<file path="src/rtl/vid_timing_pkg.sv">
// rtl/vid_timing_pkg.sv - default 640x480@60 raster timing constants and helpers
package vid_timing_pkg;

    // Default pixel divider: four pclk cycles per pixel.
    localparam int PIX_CLK_DIV_DEFAULT = 4;

    // Default horizontal timing, in pixels.
    localparam int H_RES_DEFAULT   = 640;
    localparam int H_FRONT_DEFAULT = 16;
    localparam int H_SYNC_DEFAULT  = 96;
    localparam int H_BACK_DEFAULT  = 48;

    // Default vertical timing, in lines.
    localparam int V_RES_DEFAULT   = 480;
    localparam int V_FRONT_DEFAULT = 10;
    localparam int V_SYNC_DEFAULT  = 2;
    localparam int V_BACK_DEFAULT  = 33;

    // Total positions on one axis: active + front porch + sync + back porch.
    function automatic int unsigned axis_total(
        input int unsigned res,
        input int unsigned front,
        input int unsigned sync_len,
        input int unsigned back
    );
        return res + front + sync_len + back;
    endfunction

    localparam int unsigned H_TOTAL_DEFAULT =
        axis_total(H_RES_DEFAULT, H_FRONT_DEFAULT, H_SYNC_DEFAULT, H_BACK_DEFAULT);
    localparam int unsigned V_TOTAL_DEFAULT =
        axis_total(V_RES_DEFAULT, V_FRONT_DEFAULT, V_SYNC_DEFAULT, V_BACK_DEFAULT);

endpackage

</file>
<file path="src/rtl/vid_sync_gen_if.sv">
// rtl/vid_sync_gen_if.sv - raster timing bundle between sync generator and pixel pipe
interface vid_sync_gen_if #(
    parameter int CNT_BITS = 12
);
    logic [3:0]          pc_ena;
    logic [CNT_BITS-1:0] h_count;
    logic [CNT_BITS-1:0] v_count;
    logic                hde;
    logic                vde;
    logic                hs;
    logic                vs;
    logic                line_start;
    logic                frame_start;
    logic [CNT_BITS-1:0] raster_line;
    logic                raster_irq;

    // Timing generator side: drives the raster, receives the line compare value.
    modport master (
        output pc_ena, h_count, v_count, hde, vde, hs, vs,
        output line_start, frame_start, raster_irq,
        input  raster_line
    );

    // Pixel pipe side: consumes the raster, supplies the line compare value.
    modport slave (
        input  pc_ena, h_count, v_count, hde, vde, hs, vs,
        input  line_start, frame_start, raster_irq,
        output raster_line
    );
endinterface

</file>
<file path="src/rtl/vid_sync_gen_axis_counter.sv">
// rtl/vid_sync_gen_axis_counter.sv - one raster axis: position counter with enable/sync decode
module vsg_axis_counter
    import vid_timing_pkg::*;
#(
    parameter int CNT_BITS = 12
) (
    input  logic                pclk,
    input  logic                reset,
    input  logic                step,
    input  logic [CNT_BITS-1:0] res_len,
    input  logic [CNT_BITS-1:0] front_len,
    input  logic [CNT_BITS-1:0] sync_len,
    input  logic [CNT_BITS-1:0] back_len,
    output logic [CNT_BITS-1:0] count,
    output logic                de,
    output logic                sync,
    output logic                wrap
);

    logic [CNT_BITS-1:0] total;
    logic [CNT_BITS-1:0] last_pos;
    logic [CNT_BITS-1:0] next_pos;
    logic [CNT_BITS-1:0] sync_start;
    logic [CNT_BITS-1:0] sync_end;
    logic                at_last;

    assign total      = CNT_BITS'(axis_total(32'(res_len), 32'(front_len),
                                             32'(sync_len), 32'(back_len)));
    assign last_pos   = total - CNT_BITS'(1);
    assign at_last    = (count == last_pos);
    assign next_pos   = at_last ? '0 : count + CNT_BITS'(1);
    assign sync_start = res_len + front_len;
    assign sync_end   = sync_start + sync_len;

    // wrap is combinational so the next axis steps on the same edge.
    assign wrap = step & at_last;

    // Flags decode the next position so they change on the same edge as count.
    always_ff @(posedge pclk) begin
        if (reset) begin
            count <= last_pos;
            de    <= 1'b0;
            sync  <= 1'b0;
        end else if (step) begin
            count <= next_pos;
            de    <= (next_pos < res_len);
            sync  <= (next_pos >= sync_start) && (next_pos < sync_end);
        end
    end

endmodule

</file>
<file path="src/rtl/vid_sync_gen.sv">
// rtl/vid_sync_gen.sv - raster sync generator top; VSG_RASTER_IRQ_EN enables the line compare pulse
module vid_sync_gen
    import vid_timing_pkg::*;
#(
    parameter int PIX_CLK_DIV = PIX_CLK_DIV_DEFAULT,
    parameter int CNT_BITS    = 12,
    parameter int H_RES       = H_RES_DEFAULT,
    parameter int H_FRONT     = H_FRONT_DEFAULT,
    parameter int H_SYNC      = H_SYNC_DEFAULT,
    parameter int H_BACK      = H_BACK_DEFAULT,
    parameter int V_RES       = V_RES_DEFAULT,
    parameter int V_FRONT     = V_FRONT_DEFAULT,
    parameter int V_SYNC      = V_SYNC_DEFAULT,
    parameter int V_BACK      = V_BACK_DEFAULT
) (
    input  logic           pclk,
    input  logic           reset,
    vid_sync_gen_if.master vid
);

    localparam logic [3:0] PC_LAST = 4'(PIX_CLK_DIV - 1);

    logic [3:0]          pc_ena;
    logic                advance;
    logic [CNT_BITS-1:0] h_count;
    logic [CNT_BITS-1:0] v_count;
    logic                hde;
    logic                vde;
    logic                hs;
    logic                vs;
    logic                h_wrap;
    logic                v_wrap;
    logic                line_start;
    logic                frame_start;
    logic                raster_irq;

    // Positions advance on the last phase so they hold for a whole pixel from phase 0.
    assign advance = (pc_ena == PC_LAST);

    // Pixel phase counter; stays at 0 when the divider is 1.
    always_ff @(posedge pclk) begin
        if (reset) begin
            pc_ena <= 4'd0;
        end else if (advance) begin
            pc_ena <= 4'd0;
        end else begin
            pc_ena <= pc_ena + 4'd1;
        end
    end

    vsg_axis_counter #(
        .CNT_BITS (CNT_BITS)
    ) u_h_axis (
        .pclk      (pclk),
        .reset     (reset),
        .step      (advance),
        .res_len   (CNT_BITS'(H_RES)),
        .front_len (CNT_BITS'(H_FRONT)),
        .sync_len  (CNT_BITS'(H_SYNC)),
        .back_len  (CNT_BITS'(H_BACK)),
        .count     (h_count),
        .de        (hde),
        .sync      (hs),
        .wrap      (h_wrap)
    );

    vsg_axis_counter #(
        .CNT_BITS (CNT_BITS)
    ) u_v_axis (
        .pclk      (pclk),
        .reset     (reset),
        .step      (h_wrap),
        .res_len   (CNT_BITS'(V_RES)),
        .front_len (CNT_BITS'(V_FRONT)),
        .sync_len  (CNT_BITS'(V_SYNC)),
        .back_len  (CNT_BITS'(V_BACK)),
        .count     (v_count),
        .de        (vde),
        .sync      (vs),
        .wrap      (v_wrap)
    );

    // Strobes register the wrap events, landing on the phase-0 cycle of the new position.
    always_ff @(posedge pclk) begin
        if (reset) begin
            line_start  <= 1'b0;
            frame_start <= 1'b0;
        end else begin
            line_start  <= h_wrap;
            frame_start <= h_wrap & v_wrap;
        end
    end

`ifdef VSG_RASTER_IRQ_EN
    logic [CNT_BITS-1:0] next_v;

    assign next_v = v_wrap ? '0 : v_count + CNT_BITS'(1);

    // Compare the line being entered against raster_line, sampled on the line wrap edge.
    always_ff @(posedge pclk) begin
        if (reset) begin
            raster_irq <= 1'b0;
        end else begin
            raster_irq <= h_wrap && (next_v == vid.raster_line);
        end
    end
`else
    logic unused_raster_line;

    assign unused_raster_line = ^vid.raster_line;
    assign raster_irq         = 1'b0;
`endif

    assign vid.pc_ena      = pc_ena;
    assign vid.h_count     = h_count;
    assign vid.v_count     = v_count;
    assign vid.hde         = hde;
    assign vid.vde         = vde;
    assign vid.hs          = hs;
    assign vid.vs          = vs;
    assign vid.line_start  = line_start;
    assign vid.frame_start = frame_start;
    assign vid.raster_irq  = raster_irq;

endmodule

</file>
<file path="src/flat_wrapper.sv">
// flat-port wrapper written by rule: the top's interface ports become plain ports
module vid_sync_gen_flat import vid_timing_pkg::*;
#(
    parameter int PIX_CLK_DIV = PIX_CLK_DIV_DEFAULT,
    parameter int CNT_BITS    = 12,
    parameter int H_RES       = H_RES_DEFAULT,
    parameter int H_FRONT     = H_FRONT_DEFAULT,
    parameter int H_SYNC      = H_SYNC_DEFAULT,
    parameter int H_BACK      = H_BACK_DEFAULT,
    parameter int V_RES       = V_RES_DEFAULT,
    parameter int V_FRONT     = V_FRONT_DEFAULT,
    parameter int V_SYNC      = V_SYNC_DEFAULT,
    parameter int V_BACK      = V_BACK_DEFAULT
)
  (pclk, reset, vid_pc_ena, vid_h_count, vid_v_count, vid_hde, vid_vde, vid_hs, vid_vs, vid_line_start, vid_frame_start, vid_raster_irq, vid_raster_line);
  vid_sync_gen_if #(.CNT_BITS(CNT_BITS)) vid_i ();
  input  logic pclk;
  input  logic reset;
  output wire logic [$bits(vid_i.pc_ena)-1:0] vid_pc_ena;
  output wire logic [$bits(vid_i.h_count)-1:0] vid_h_count;
  output wire logic [$bits(vid_i.v_count)-1:0] vid_v_count;
  output wire logic [$bits(vid_i.hde)-1:0] vid_hde;
  output wire logic [$bits(vid_i.vde)-1:0] vid_vde;
  output wire logic [$bits(vid_i.hs)-1:0] vid_hs;
  output wire logic [$bits(vid_i.vs)-1:0] vid_vs;
  output wire logic [$bits(vid_i.line_start)-1:0] vid_line_start;
  output wire logic [$bits(vid_i.frame_start)-1:0] vid_frame_start;
  output wire logic [$bits(vid_i.raster_irq)-1:0] vid_raster_irq;
  input wire logic [$bits(vid_i.raster_line)-1:0] vid_raster_line;
  assign vid_pc_ena = vid_i.pc_ena;
  assign vid_h_count = vid_i.h_count;
  assign vid_v_count = vid_i.v_count;
  assign vid_hde = vid_i.hde;
  assign vid_vde = vid_i.vde;
  assign vid_hs = vid_i.hs;
  assign vid_vs = vid_i.vs;
  assign vid_line_start = vid_i.line_start;
  assign vid_frame_start = vid_i.frame_start;
  assign vid_raster_irq = vid_i.raster_irq;
  assign vid_i.raster_line = vid_raster_line;
  vid_sync_gen #(.PIX_CLK_DIV(PIX_CLK_DIV), .CNT_BITS(CNT_BITS), .H_RES(H_RES), .H_FRONT(H_FRONT), .H_SYNC(H_SYNC), .H_BACK(H_BACK), .V_RES(V_RES), .V_FRONT(V_FRONT), .V_SYNC(V_SYNC), .V_BACK(V_BACK)) u_core (.pclk(pclk), .reset(reset), .vid(vid_i));
endmodule
</file>
<file path="config.mk">
export PLATFORM = sky130hd
export DESIGN_NAME = vid_sync_gen_flat
export DESIGN_NICKNAME = d
export VERILOG_FILES = /design/src/rtl/vid_timing_pkg.sv /design/src/rtl/vid_sync_gen_if.sv /design/src/rtl/vid_sync_gen_axis_counter.sv /design/src/rtl/vid_sync_gen.sv /design/src/flat_wrapper.sv
export SDC_FILE = /design/constraint.sdc
export NUM_CORES = 1
export LEC_CHECK = 0
export ABC_AREA = 1
export BUFFER_PORTS_ARGS = -buffer_cell sky130_fd_sc_hd__buf_2
export CAP_MARGIN = 25
export CORE_UTILIZATION = 48
export CTS_CLUSTER_SIZE = 40
export DETAILED_ROUTE_END_ITERATION = 8
export PLACE_DENSITY = 0.76
export SETUP_SLACK_MARGIN = 0.1
export SYNTH_ARGS = -nofsm -noshare
export SYNTH_HDL_FRONTEND = slang
export SYNTH_SLANG_ARGS = --single-unit
</file>
<file path="constraint.sdc">
create_clock -name pclk -period 1.55 [get_ports pclk]
set_input_delay 0.3875 -clock pclk [delete_from_list [all_inputs] [get_ports pclk]]
set_output_delay 0.3875 -clock pclk [all_outputs]
set_load 0.05 [all_outputs]
</file>
Yosys cells after proc, flatten, opt, wreduce, memory -nomap -nowiden --
Cells that the tools add are included.
Storage, ports and cells: logic and storage cells 29, output and inout bits 35, register bits after elaboration 34
Operators by class: reductions and logical operators 3, bitwise operators 3, eq/ne operators 3, mux-type cells 2, add/sub/neg operators 3, magnitude comparators 6
Operators with widths (number):
- adder 12 x 1 -> 12 bit (second input constant) | 2
- == test 12 x 10 -> 1 bit (second input constant) | 2
- less-than comparator 12 x 10 -> 1 bit (second input constant) | 2
- less-than comparator 12 x 9 -> 1 bit (second input constant) | 2
- two-way mux 12 bit | 2
- >= comparator 12 x 10 -> 1 bit (second input constant) | 1
- >= comparator 12 x 9 -> 1 bit (second input constant) | 1
- adder 4 x 1 -> 4 bit (second input constant) | 1
- == test 4 x 2 -> 1 bit (second input constant) | 1
- AND 1 bit | 3
- logical AND 1 bit | 2
- OR reduction 2 bit | 1

Logic depth before layout (Yosys ltp) --
depth after elaboration 4, depth in mapped cells 12, mapped depth without buffers 12

By module --
A second synthesis with hierarchy kept.
Second synthesis, totals: cell total of the unflattened synthesis 1267, area, all modules 8635.8 sq um
Modules (own cells, without submodules):
- vsg_axis_counter (u_core.u_h_axis) | seq. area each 400.4 sq um, instances 1, cells an instance 617, area each 4200.3 sq um
- vsg_axis_counter (u_core.u_v_axis) | seq. area each 400.4 sq um, instances 1, cells an instance 620, area each 4196.5 sq um
- vid_sync_gen | seq. area each 120.1 sq um, instances 1, cells an instance 30, area each 239.0 sq um

Least setup slack after synthesis --
No wires, ideal clock.
path kind register -> register, from register u_core.u_h_axis.count[1], to register u_core.u_v_axis.de, data arrival time 1.786 ns, required time 1.437 ns, stages on the path, launching flop included 11, setup slack -0.349 ns, cells stage by stage dfxtp_1 > ha_1 > nand2_1 > inv_2 > nand2_2 > nor3_2 > nand2_2 > inv_2 > nand3_1 > o21ai_1 > nor2_1
On the way: longest elaborated chain between the ends 2
RTL lines:
- start: declaration | RTL line vid_sync_gen_axis_counter.sv:14 | output logic [CNT_BITS-1:0] count,
- start signal: assignment | RTL line vid_sync_gen_axis_counter.sv:41 | count <= last_pos;
- start signal: assignment | RTL line vid_sync_gen_axis_counter.sv:45 | count <= next_pos;
- == test 12 x 10 -> 1 bit | RTL line vid_sync_gen_axis_counter.sv:30 | assign at_last = (count == last_pos);
- AND 1 bit | RTL line vid_sync_gen_axis_counter.sv:36 | assign wrap = step & at_last;
- end signal: assignment | RTL line vid_sync_gen_axis_counter.sv:46 | de <= (next_pos < res_len);
- end: declaration | RTL line vid_sync_gen_axis_counter.sv:15 | output logic de,
Every way passes these cells. A chain may end at the register's enable or synchronous reset.

Worst setup path in the final report --
from register u_core.u_h_axis.count[0], to register u_core.u_v_axis.count[10]
On the way: longest elaborated chain between the ends 2
RTL lines (RTL line):
- == test 12 x 10 -> 1 bit | vid_sync_gen_axis_counter.sv:30
- AND 1 bit | vid_sync_gen_axis_counter.sv:36
- end signal: assignment | vid_sync_gen_axis_counter.sv:41
- end signal: assignment | vid_sync_gen_axis_counter.sv:45
- end: declaration | vid_sync_gen_axis_counter.sv:14
Every way passes these cells.

==> impl_results.md <==
* Post-DR vias/cell at 5.38
* Final setup margin at 0.00960 ns
* Clock sinks at 34
* Place WS at between 0.02 and 0.03 ns
* CTS Buf Count at 5
* H-Tree Depth at 2
* Seq/Total Area, Yosys at about 34%
* Routed wire length at 5440 um
* Core Util, Final at 72.7%
* CTS root buf: clkbuf_8
* Crit Path Class: flop to flop
* Worst EP arrival at 1.76 ns
* Pleak at 1.23 nW
* Total power at between 2 and 3 mW
* Setup Skew at about 0.0077 ns
* RSZ-0062 raised after global routing: yes
* Number of port buffers at 35
* # setup viols final at 0
* Syn Area/Cell at 6.88 um2
* Post-CTS Hold Fix Bufs at 0
* Final count of hold timing violations at 0
* Post-route design area at about 2800 um2
* Pwr/cell area at 1010 nW/um2
* Reg-to-reg slack, setup at between 0.009 and 0.01 ns
* Fillers at 290
* Core footprint at 3800 um2
* Placement row count at 22
* Vias in the first global route at 1812
* N_diodes at 0
* Global-route wire length before repair at approximately 8300 um
* Top Ports at 49
* Kind of end point of the critical path: flop
* Fmax at between 0.6 and 0.7 GHz
* Crit start category: flop
* CTS Buffer Depth at 2
* Synth unique cells at 34
* Synth warn at 0
* Hold Path Origin: reset
* Layout cells sized above 1 at 48.8%
* Peak supply drop at 0.556 mV
* Initial Utilization at 52.0%
* Net Count, Synth at 306
* Cells after Synth at roughly 290
* RR Endpoint: u_core.u_v_axis.count[10]$_SDFFE_PP0P_
* Vias after detailed routing at 2098
* Slew Limit Fails at 0
* Register Area at around 740 um2
* Die area at ~4400 um2
* R2R depth at 10
* WL/cell at 13.9 um
* CTS tree: yes
* Status: finished, final reports clean
* Critical path's most frequent cell: nand2_4
* Antenna Nets Post-Route at 0
* Die X at 66.2 um
* Tot GR Track Use at about 25%
* Die Y at 66.2 um
* Netlist Area Pre-Place at 1980 um2
* Skew-Pair Late Insertion Delay at between 0.2 and 0.3 ns
* Final Net Count at 360
* Hold path cells at 2
* Post-DP HPWL at 3540 um
* Worst-path cell chain: ha_4 > nand2_4 > inv_4 > nand2_4 > nor2_4 > nand2_4 > nor2_8 > buf_12 > o21ai_2 > a21oi_2
* Multi-input gate area at roughly 1400 um2
* Largest net degree at the start of global routing at 12
* Tcrit/Tclk final at 99.4%
* Worst stage delay on the critical path at 0.38 ns
* RR Startpoint: u_core.u_h_axis.count[0]$_SDFFE_PP1N_
* Drt first pass iters at 4
* Antenna violations before repair at 0
* Clk slew on worst S/H paths at 0.07 ns
* Placed cell area at between 2000 and 2500 um2
* Final GP Congestion at 0.890
* Tmin final at 1.54 ns
* Worst path slowest cell: dfxtp_4
* Worst min path class: primary input to flop
* 1st-iter DRT viols at roughly 190
* Largest fanout on the critical path at 7
* P&R area growth vs syn at 39.7%
* Req. time, crit path at 1.77 ns
* Max cap viols at 0
* Total grt overflow at 0
* WHS Endpoint: u_core.u_v_axis.sync$_SDFFE_PP0P_
* DRC viols at 0
* Flops & latches, synth at 34
## state kept, by name, indices dropped and copies added, names as in the netlist
register and cells:
u_core.u_h_axis.count 12, u_core.u_h_axis.de 1, u_core.u_h_axis.sync 1, u_core.u_v_axis.count 12, u_core.u_v_axis.de 1, u_core.u_v_axis.sync 1
u_core.vid.frame_start 1, u_core.vid.line_start 1, u_core.vid.pc_ena 4
## cell usage after synthesis
cell type,instances,area (um2)
buf_2,2,10.0
a22oi_1,2,15.0
or2_2,1,6.26
xor2_1,5,43.8
nor2_4,5,56.3
conb_1,1,3.75
o21ai_1,7,35.0
o21a_1,2,15.0
nand2_2,6,37.5
o21ai_0,7,35.0
nor2_2,6,37.5
buf_6,1,11.3
nor2_8,1,20.0
o211ai_1,1,7.51
nand2_4,1,11.3
nand3b_1,1,7.51
nand3_2,5,50.1
buf_4,1,7.51
o22a_1,1,8.76
inv_1,34,128
dfxtp_1,34,681
a211oi_1,2,15.0
nor2_1,28,105
nor3_2,2,20.0
ha_1,5,62.6
a31oi_1,1,6.26
a21oi_2,1,8.76
o22ai_1,5,31.3
nand2_1,71,267
nand3_1,23,115
nand4_1,2,12.5
a21oi_1,14,70.1
inv_2,8,30.0
nor3_1,1,5.00
## report_power, final
group / internal (mW) / leakage (nW) / switching, mW
sequential: 0.930 / 0.283 / 0.0742
combinational: 0.385 / 0.908 / 0.751
clock: 0.319 / 0.0395 / 0.320
## worst max-delay path by stage
stage / startpoint / slack [ns] / to / cells after the start
2_1_floorplan: u_core.u_h_axis.count[0]$_SDFFE_PP1N_ / 0.07 / u_core.u_v_axis.count[1]$_SDFFE_PP0P_ / 10
3_3_place_gp: u_core.vid.pc_ena[0]$_SDFF_PP0_ / 0.05 / u_core.u_h_axis.sync$_SDFFE_PP0N_ / 9
3_5_place_dp: u_core.u_h_axis.count[1]$_SDFFE_PP1N_ / 0.03 / u_core.u_h_axis.sync$_SDFFE_PP0N_ / 11
4_1_cts: u_core.u_h_axis.count[0]$_SDFFE_PP1N_ / 0.05 / u_core.u_v_axis.count[4]$_SDFFE_PP0P_ / 9
5_1_grt: u_core.u_h_axis.count[5]$_SDFFE_PP0N_ / -0.06 / u_core.u_v_axis.de$_SDFFE_PP0P_ / 10
6_report: u_core.u_h_axis.count[0]$_SDFFE_PP1N_ / 0.01 / u_core.u_v_axis.count[10]$_SDFFE_PP0P_ / 10
## per-layer routing
metal,wire [um],track usage [%]
met4,134,7.98
met5,0,0
met1,2500,34.9
met2,2510,39.8
met3,289,4.31
## cell families (layout without fill, tap and decap cells)
group | after synthesis | after routing | synth area share (%)
simple gates | 153 | 153 | 38.0
other cells | 1 | 1 | 0.190
fa+ha+maj | 5 | 5 | 3.17
xor+xnor | 5 | 5 | 2.22
flops | 34 | 34 | 34.5
buf+inv | 46 | 101 | 9.44
compound gates | 43 | 43 | 12.5
## through the flow
stage / TNS (ns) / hold WS (ns) / instances
floorplan: 0 / 0.529 / 287
CTS: 0 / 0.440 / 387
global placement: 0 / 0.431 / 372
detailed placement: 0 / 0.438 / 372
finish: 0 / 0.444 / 390
global route: -0.455 / 0.464 / 390
## worst max-delay path, delay by kind of cell, from the launching register on
kind	cells	cell delay, ns
AOI/OAI and AO/OA	2	0.17
adders and majority gates	1	0.15
buffers and inverters	2	0.22
and+or+nand+nor	5	0.55
DFF	1	0.38
## layout by cell type, fill, tap and decap left out, types with 2 or more instances in the layout
cell / netlist / routed
nand2_1: 71 / 61
buf_2: 2 / 34
inv_1: 34 / 31
nor2_1: 28 / 20
nand3_1: 23 / 20
dfxtp_2: 0 / 18
nand2_2: 6 / 13
nor2_4: 5 / 11
buf_4: 1 / 11
dfxtp_4: 0 / 10
nor2_2: 6 / 8
a21oi_1: 14 / 8
nand3_2: 5 / 7
a21oi_2: 1 / 7
inv_2: 8 / 6
dfxtp_1: 34 / 6
inv_4: 0 / 5
o21ai_1: 7 / 5
o21ai_2: 0 / 5
clkbuf_8: 0 / 5
nand2_4: 1 / 4
ha_4: 0 / 4
o22ai_1: 5 / 3
o21ai_0: 7 / 3
xor2_1: 5 / 3
clkbuf_1: 0 / 3
buf_12: 0 / 3
a22oi_2: 0 / 2
xor2_2: 0 / 2
o22ai_2: 0 / 2
o21a_1: 2 / 2
nor3_2: 2 / 2
nand4_1: 2 / 2
buf_6: 1 / 2
## area by class of cell
class	instances	area share, %
flip-flops and latches	34	26.8
repair buffers	51	12.4
inverters	42	6.16
clock buffers	8	2.90
multi-input cells	207	49.5
well taps	48	2.18
## repair_timing
action	in CTS	in global routing
setup endpoints to repair	16	30
pin swaps	6	12
cloned	1	0
buffers inserted	6	4
resized for setup	25	35
Note: power is estimated with default switching activity, not from simulation.
